--- src/rtl/recall_pkg.sv ---
// Shared types and constants for the recall sequence-memory game engine.
package recall_pkg;

    typedef enum logic [2:0] {
        S_IDLE  = 3'd0,
        S_GEN   = 3'd1,
        S_SHOW  = 3'd2,
        S_GAP   = 3'd3,
        S_INPUT = 3'd4
    } recall_state_t;

    // Galois taps for x^16+x^14+x^13+x^11+1 in right-shift form
    localparam logic [15:0] LFSR_SEED = 16'hACE1;
    localparam logic [15:0] LFSR_TAPS = 16'hB400;

    function automatic logic [2:0] recall_len(input logic [1:0] difficulty);
        return {1'b0, difficulty} + 3'd3;
    endfunction

endpackage

--- src/rtl/recall_lfsr.sv ---
// 16-bit Galois LFSR with enable; asynchronous reset returns it to the seed.
module recall_lfsr
    import recall_pkg::*;
(
    input  logic        clk,
    input  logic        reset,
    input  logic        en,
    output logic [15:0] value
);

    // Shift right, folding the taps in whenever a one falls out of bit 0
    always_ff @(posedge clk or posedge reset) begin
        if (reset) begin
            value <= LFSR_SEED;
        end else if (en) begin
            value <= {1'b0, value[15:1]} ^ (value[0] ? LFSR_TAPS : 16'h0000);
        end
    end

endmodule

--- src/rtl/recall_seq_engine.sv ---
// Sequence-memory game: generate, show on LEDs, then check switch presses.
// Optional input timeout in INPUT is enabled by defining RECALL_TIMEOUT_EN.
module recall_seq_engine
    import recall_pkg::*;
#(
    parameter int NUM_SW        = 10,
    parameter int MAX_LEN       = 8,
    parameter int SHOW_TICKS    = 25_000_000,
    parameter int SCORE_W       = 8,
    parameter int TIMEOUT_TICKS = 250_000_000
) (
    input  logic               clk,
    input  logic               reset,
    input  logic               start,
    input  logic [1:0]         difficulty,
    input  logic [NUM_SW-1:0]  sw,
    output logic [NUM_SW-1:0]  light,
    output logic [SCORE_W-1:0] score,
    output logic               success,
    output logic               fail,
    output logic               busy
);

    localparam int IDX_W  = $clog2(NUM_SW);
    localparam int POS_W  = $clog2(MAX_LEN);
    localparam int TICK_W = $clog2(SHOW_TICKS);
    localparam logic [TICK_W-1:0] SHOW_LAST = TICK_W'(SHOW_TICKS - 1);
    localparam logic [TICK_W-1:0] GAP_LAST  = TICK_W'(SHOW_TICKS / 2 - 1);

    function automatic logic [NUM_SW-1:0] onehot(input logic [IDX_W-1:0] idx);
        return {{(NUM_SW-1){1'b0}}, 1'b1} << idx;
    endfunction

    recall_state_t     state_r, state_nx_s;
    logic [POS_W-1:0]  pos_r, pos_nx_s, len_r;
    logic [TICK_W-1:0] tick_r, tick_nx_s;
    logic [IDX_W-1:0]  seq_r [MAX_LEN];
    logic [IDX_W-1:0]  last_r, gen_raw_s, gen_val_s;
    logic [NUM_SW-1:0] prev_sw_r, rise_s, want_s;
    logic [15:0]       lfsr_s;
    logic              last_pos_s, hit_s, pass_s, miss_s, to_hit_s;

    recall_lfsr u_lfsr (
        .clk   (clk),
        .reset (reset),
        .en    (1'b1),
        .value (lfsr_s)
    );

    assign gen_raw_s  = IDX_W'(lfsr_s % 16'(NUM_SW));
    assign rise_s     = sw & ~prev_sw_r;
    assign want_s     = onehot(seq_r[pos_r]);
    // want_s is one-hot, so equality also rules out a second rising bit
    assign hit_s      = (rise_s == want_s);
    assign last_pos_s = (pos_r == len_r - POS_W'(1));

    // Avoid an immediate repeat of the previous sequence entry
    always_comb begin
        gen_val_s = gen_raw_s;
        if (pos_r != {POS_W{1'b0}} && gen_raw_s == last_r) begin
            gen_val_s = (gen_raw_s == IDX_W'(NUM_SW - 1)) ? {IDX_W{1'b0}} : gen_raw_s + IDX_W'(1);
        end else begin
            gen_val_s = gen_raw_s;
        end
    end

`ifdef RECALL_TIMEOUT_EN
    localparam int TO_W = $clog2(TIMEOUT_TICKS);
    logic [TO_W-1:0] to_cnt_r;

    assign to_hit_s = (to_cnt_r == TO_W'(TIMEOUT_TICKS - 1));

    // Idle-input counter, restarted on entry and on every accepted press
    always_ff @(posedge clk or posedge reset) begin
        if (reset) begin
            to_cnt_r <= {TO_W{1'b0}};
        end else if (state_r != S_INPUT || (rise_s != {NUM_SW{1'b0}} && hit_s)) begin
            to_cnt_r <= {TO_W{1'b0}};
        end else begin
            to_cnt_r <= to_cnt_r + TO_W'(1);
        end
    end
`else
    assign to_hit_s = 1'b0;
`endif

    // Next-state, position and tick control
    always_comb begin
        state_nx_s = state_r;
        pos_nx_s   = pos_r;
        tick_nx_s  = tick_r;
        pass_s     = 1'b0;
        miss_s     = 1'b0;
        case (state_r)
            S_IDLE: begin
                if (start) begin
                    state_nx_s = S_GEN;
                    pos_nx_s   = {POS_W{1'b0}};
                end else begin
                    state_nx_s = S_IDLE;
                end
            end
            S_GEN: begin
                tick_nx_s = {TICK_W{1'b0}};
                if (last_pos_s) begin
                    state_nx_s = S_SHOW;
                    pos_nx_s   = {POS_W{1'b0}};
                end else begin
                    pos_nx_s = pos_r + POS_W'(1);
                end
            end
            S_SHOW: begin
                if (tick_r == SHOW_LAST) begin
                    state_nx_s = S_GAP;
                    tick_nx_s  = {TICK_W{1'b0}};
                end else begin
                    tick_nx_s = tick_r + TICK_W'(1);
                end
            end
            S_GAP: begin
                if (tick_r != GAP_LAST) begin
                    tick_nx_s = tick_r + TICK_W'(1);
                end else if (last_pos_s) begin
                    state_nx_s = S_INPUT;
                    pos_nx_s   = {POS_W{1'b0}};
                    tick_nx_s  = {TICK_W{1'b0}};
                end else begin
                    state_nx_s = S_SHOW;
                    pos_nx_s   = pos_r + POS_W'(1);
                    tick_nx_s  = {TICK_W{1'b0}};
                end
            end
            S_INPUT: begin
                if (rise_s != {NUM_SW{1'b0}}) begin
                    if (!hit_s) begin
                        miss_s     = 1'b1;
                        state_nx_s = S_IDLE;
                    end else if (last_pos_s) begin
                        pass_s     = 1'b1;
                        state_nx_s = S_IDLE;
                    end else begin
                        pos_nx_s = pos_r + POS_W'(1);
                    end
                end else if (to_hit_s) begin
                    miss_s     = 1'b1;
                    state_nx_s = S_IDLE;
                end else begin
                    state_nx_s = S_INPUT;
                end
            end
            default: begin
                state_nx_s = S_IDLE;
            end
        endcase
    end

    // Control state and registered outputs
    always_ff @(posedge clk or posedge reset) begin
        if (reset) begin
            state_r   <= S_IDLE;
            pos_r     <= {POS_W{1'b0}};
            tick_r    <= {TICK_W{1'b0}};
            len_r     <= {POS_W{1'b0}};
            prev_sw_r <= {NUM_SW{1'b0}};
            light     <= {NUM_SW{1'b0}};
            score     <= {SCORE_W{1'b0}};
            success   <= 1'b0;
            fail      <= 1'b0;
            busy      <= 1'b0;
        end else begin
            state_r   <= state_nx_s;
            pos_r     <= pos_nx_s;
            tick_r    <= tick_nx_s;
            prev_sw_r <= sw;
            if (state_r == S_IDLE && start) begin
                len_r <= POS_W'(recall_len(difficulty));
            end
            light   <= (state_nx_s == S_SHOW) ? onehot(seq_r[pos_nx_s]) : {NUM_SW{1'b0}};
            success <= pass_s;
            fail    <= miss_s;
            busy    <= (state_nx_s != S_IDLE);
            if (pass_s && !(&score)) begin
                score <= score + SCORE_W'(1);
            end
        end
    end

    // Sequence storage; contents are don't-care after reset
    always_ff @(posedge clk) begin
        if (state_r == S_GEN) begin
            seq_r[pos_r] <= gen_val_s;
            last_r       <= gen_val_s;
        end
    end

endmodule

--- config.mk ---
export PLATFORM = sky130hd
export DESIGN_NAME = recall_seq_engine
export DESIGN_NICKNAME = d
export VERILOG_FILES = /design/src/rtl/recall_pkg.sv /design/src/rtl/recall_lfsr.sv /design/src/rtl/recall_seq_engine.sv
export SDC_FILE = /design/constraint.sdc
export NUM_CORES = 1
export LEC_CHECK = 0
export ABC_CLOCK_PERIOD_IN_PS = 7800
export BUFFER_PORTS_ARGS = -buffer_cell sky130_fd_sc_hd__clkbuf_2
export CAP_MARGIN = 20
export CORE_MARGIN = 3
export CORE_UTILIZATION = 40
export CTS_CLUSTER_SIZE = 16
export DETAILED_ROUTE_END_ITERATION = 12
export PLACE_DENSITY_LB_ADDON = 0.3
export SYNTH_ARGS = -nofsm -noshare
export SYNTH_HDL_FRONTEND = slang
export SYNTH_SLANG_ARGS = --single-unit
--- constraint.sdc ---
create_clock -name clk -period 7.8 [get_ports clk]
set_clock_uncertainty 0.05 [all_clocks]
set_input_delay 1.17 -clock clk [delete_from_list [all_inputs] [get_ports clk]]
set_output_delay 1.17 -clock clk [all_outputs]
set_load 0.02 [all_outputs]
==> qor.txt <==
Yosys reg bits - 117
CP Cell Sequence - and2b_1 -> nand2_1 -> a221oi_2 -> and2_2 -> o221ai_1 -> o32ai_2 -> a22oi_1 -> a2bb2o_4 -> o31a_1 -> o311ai_1 -> o21ai_1 -> a21o_1 -> nor3_1 -> mux2_2 -> a32oi_2 -> xor2_2 -> nor4b_2 -> mux2i_1
reg2reg path depth - 18
CTS resizes - 0
Pre-antenna DRT Iters - 5
Distinct cells, synth - 115
post-route design area - 0.00843 mm2
final net count - 816
PwrDens - 258 mW/mm2
fraction of registers with async set or reset after synthesis - 69.2%
Mapped Cells - 772
DRT iter0 DRCs - 599
CP max FO - 12
Final TNS setup - 0 ns
CP max stage cell - dfstp_2
hold slack - 0.381 ns
Top Ports - 36
clock slew at reported path FFs - 0.05 ns
Max-slew headroom - 33.4%
Startpoint Class - register
Clock Sink Count - 117
first-pass GRT wire length - 27900 um
Max Fclk - 153 MHz
WL per Instance - 16.2 um
final period utilization - 83.9%
CTS tree - built
hold buffer count at cts - 0
Ys Warns - 0
Yosys top cell by area - dfrtp_1
starting density of the core - 41.4%
CP peak stage delay - 0.67 ns
CORE AREA - 0.0182 mm2
initial antenna violation count - 0
R2R Path End - last_r[0]$_DFFE_PP_
Leakage Power - 0.00324 uW
worst hold start - u_lfsr.value[0]$_DFF_PP1_
final core occ - 46.3%
DRC viols - 0
clk_lat worst skew - 0.41 ns
worst path arrival time - 6.61 ns
grt ovf - 0
fillers - 1711
endpoints failing hold - 0
largest net degree at the start of global routing - 82
Setup-failing EPs final - 0
Min Clock Period, post-route - 6.54 ns
dpl cell area - 0.00786 mm2
total CTS buffers - 17
r2r setup slk - 1.26 ns
RSZ-0062 raised after global routing - no
share of cells above drive strength 1 - 16.9%
Tot GR Track Use - 16.8%
Routed WL - 16800 um
Max rail drop VDD - 135 uV
# diodes - 0
Slew Viols, Final - 0
CP Class - register to register
mapped cell area - 0.00754 mm2
Die Width - 143 um
Syn Area/Cell - 9.76 um2
die area - 0.0205 mm2
post-synthesis sequential area ratio - 41.4%
hpwl dp - 11600 um
RD Place Congestion - 0.904
antenna viol nets, final - 0
Worst Path Required - 7.87 ns
Main synth FF type - dfrtp_1
Clock Tree Buf Depth - 2
root buffer cell - clkbuf_16
max cap viols - 0
Vias - 6131
post-CTS setup buffers - 0
Port-buffer cells - 35
Synth top area share - 24.2%
status - finished clean
vias in the first global route - 5641
worst hold stages - 0
via-per-instance ratio - 5.92
worst r2r src - u_lfsr.value[13]$_DFF_PP1_
Cell Rows - 49
P&R area growth vs syn - 11.8%
number of synthesized flops with an enable pin - 36
Worst Hold Class - register to register
Mapped Nets - 794
Setup crit end kind - register
Synth area leaders - dfrtp_1, edfxtp_1, nor2_1, mux4_2, nand2_1
slew of the pin with the lowest slew margin - 0.992 ns
hold path endpoint - u_lfsr.value[15]$_DFF_PP1_
htree depth - 4
Die H - 143 um
==> worst max-delay path: cells and delay by family (launching register included) <==
| family | cells | cell delay, ns |
|---|---|---|
| AO/OA/AOI/OAI | 10 | 3.24 |
| XOR/XNOR | 1 | 0.14 |
| flip-flops | 1 | 0.67 |
| multiplexers | 2 | 0.98 |
| AND/OR/NAND/NOR | 5 | 1.15 |
==> state kept, by name, indices dropped and copies added, names as in the netlist <==
| signal | count |
|---|---|
| fail | 1 |
| success | 1 |
| pos_r | 3 |
| prev_sw_r | 10 |
| u_lfsr.value | 16 |
| tick_r | 25 |
| light | 10 |
| len_r | 3 |
| score | 8 |
| seq_r | 32 |
| busy | 1 |
| state_r | 3 |
| last_r | 4 |
==> cell type report <==
class / count / area (um2) / share of cell area, %
well taps: 229 / 287 / 3.40
repair buffers: 40 / 233 / 2.76
flip-flops and latches: 117 / 3120 / 37.0
inverters: 39 / 148 / 1.75
clock buffers: 27 / 494 / 5.86
multi-input cells: 579 / 4100 / 48.6
clock inverters: 5 / 50.0 / 0.594
==> stage by stage <==
stage               instances  power (uW)  worst slack [ns]
CTS                      1035        2190              1.36
global route             1036        2310             0.799
global placement         1003        1450              1.56
floorplan                 772        1300              2.40
detailed placement       1003        1460              1.36
finish                   1036        2170              1.26
==> report_power, final <==
part	internal [uW]	leakage, uW	switching [uW]
registers	690	0.00138	82.2
logic	286	0.00159	396
clock network	462	0.000268	255
total	1440	0.00324	732
==> placed cells by master, fill, tap and decap left out, types with 14 or more instances in the layout <==
| cell | instances |
|---|---|
| clkbuf_16 | 18 |
| dfrtp_1 | 73 |
| and3_1 | 14 |
| nand2_1 | 60 |
| a21oi_1 | 26 |
| xnor2_1 | 14 |
| nor3_1 | 21 |
| clkbuf_2 | 35 |
| nor2b_1 | 15 |
| xor2_1 | 14 |
| o21ai_0 | 44 |
| nand4_1 | 22 |
| edfxtp_1 | 36 |
| nor2_1 | 61 |
| inv_1 | 36 |
| mux2i_1 | 20 |
| nand2b_1 | 18 |
| nand3_1 | 30 |
==> Yosys cell counts, drive strengths merged (8+ instances only) <==
master / n
dfrtp: 73
nand2: 62
nor2: 62
o21ai: 54
inv: 37
edfxtp: 36
nand3: 30
a21oi: 27
clkbuf: 22
nand4: 22
nor3: 22
mux2i: 20
nand2b: 19
nor2b: 17
buf: 15
xnor2: 15
xor2: 15
and3: 14
a211oi: 11
o41ai: 11
mux4: 10
nor4: 10
and2: 9
o2111ai: 9
dfstp: 8
==> kinds of logic (layout without fill, tap and decap cells) <==
family	after synthesis	after routing	share of synthesized area, %
XOR/XNOR	30	30	3.69
AND/OR/NAND/NOR	301	301	21.6
AO/OA/AOI/OAI	206	206	21.4
multiplexers	34	34	6.24
buffers and inverters	76	111	4.38
adder cells (fa/ha/maj)	8	8	1.29
flip-flops	117	117	41.4
==> how the worst max path moves through the flow <==
stage | start | to | slack [ns] | depth (start not counted)
finish | u_lfsr.value[13]$_DFF_PP1_ | last_r[0]$_DFFE_PP_ | 1.26 | 18
global route | u_lfsr.value[13]$_DFF_PP1_ | seq_r[1][0]$_DFFE_PP_ | 0.80 | 18
CTS | u_lfsr.value[13]$_DFF_PP1_ | last_r[0]$_DFFE_PP_ | 1.36 | 18
detailed placement | u_lfsr.value[13]$_DFF_PP1_ | seq_r[2][0]$_DFFE_PP_ | 1.36 | 18
global placement | u_lfsr.value[13]$_DFF_PP1_ | seq_r[0][0]$_DFFE_PP_ | 1.56 | 18
floorplan | u_lfsr.value[11]$_DFF_PP1_ | last_r[0]$_DFFE_PP_ | 2.40 | 19
==> per-layer routing <==
layer / vias up / GRT usage [%] / part of all wire, %
met5: - / 0 / 0
met1: 2944 / 23.2 / 47
met3: 39 / 3.68 / 4.9
met4: 0 / 7.53 / 2.5
met2: 171 / 25.5 / 46
li1: 2977 / - / -
Power figures use the tool's default switching activity.
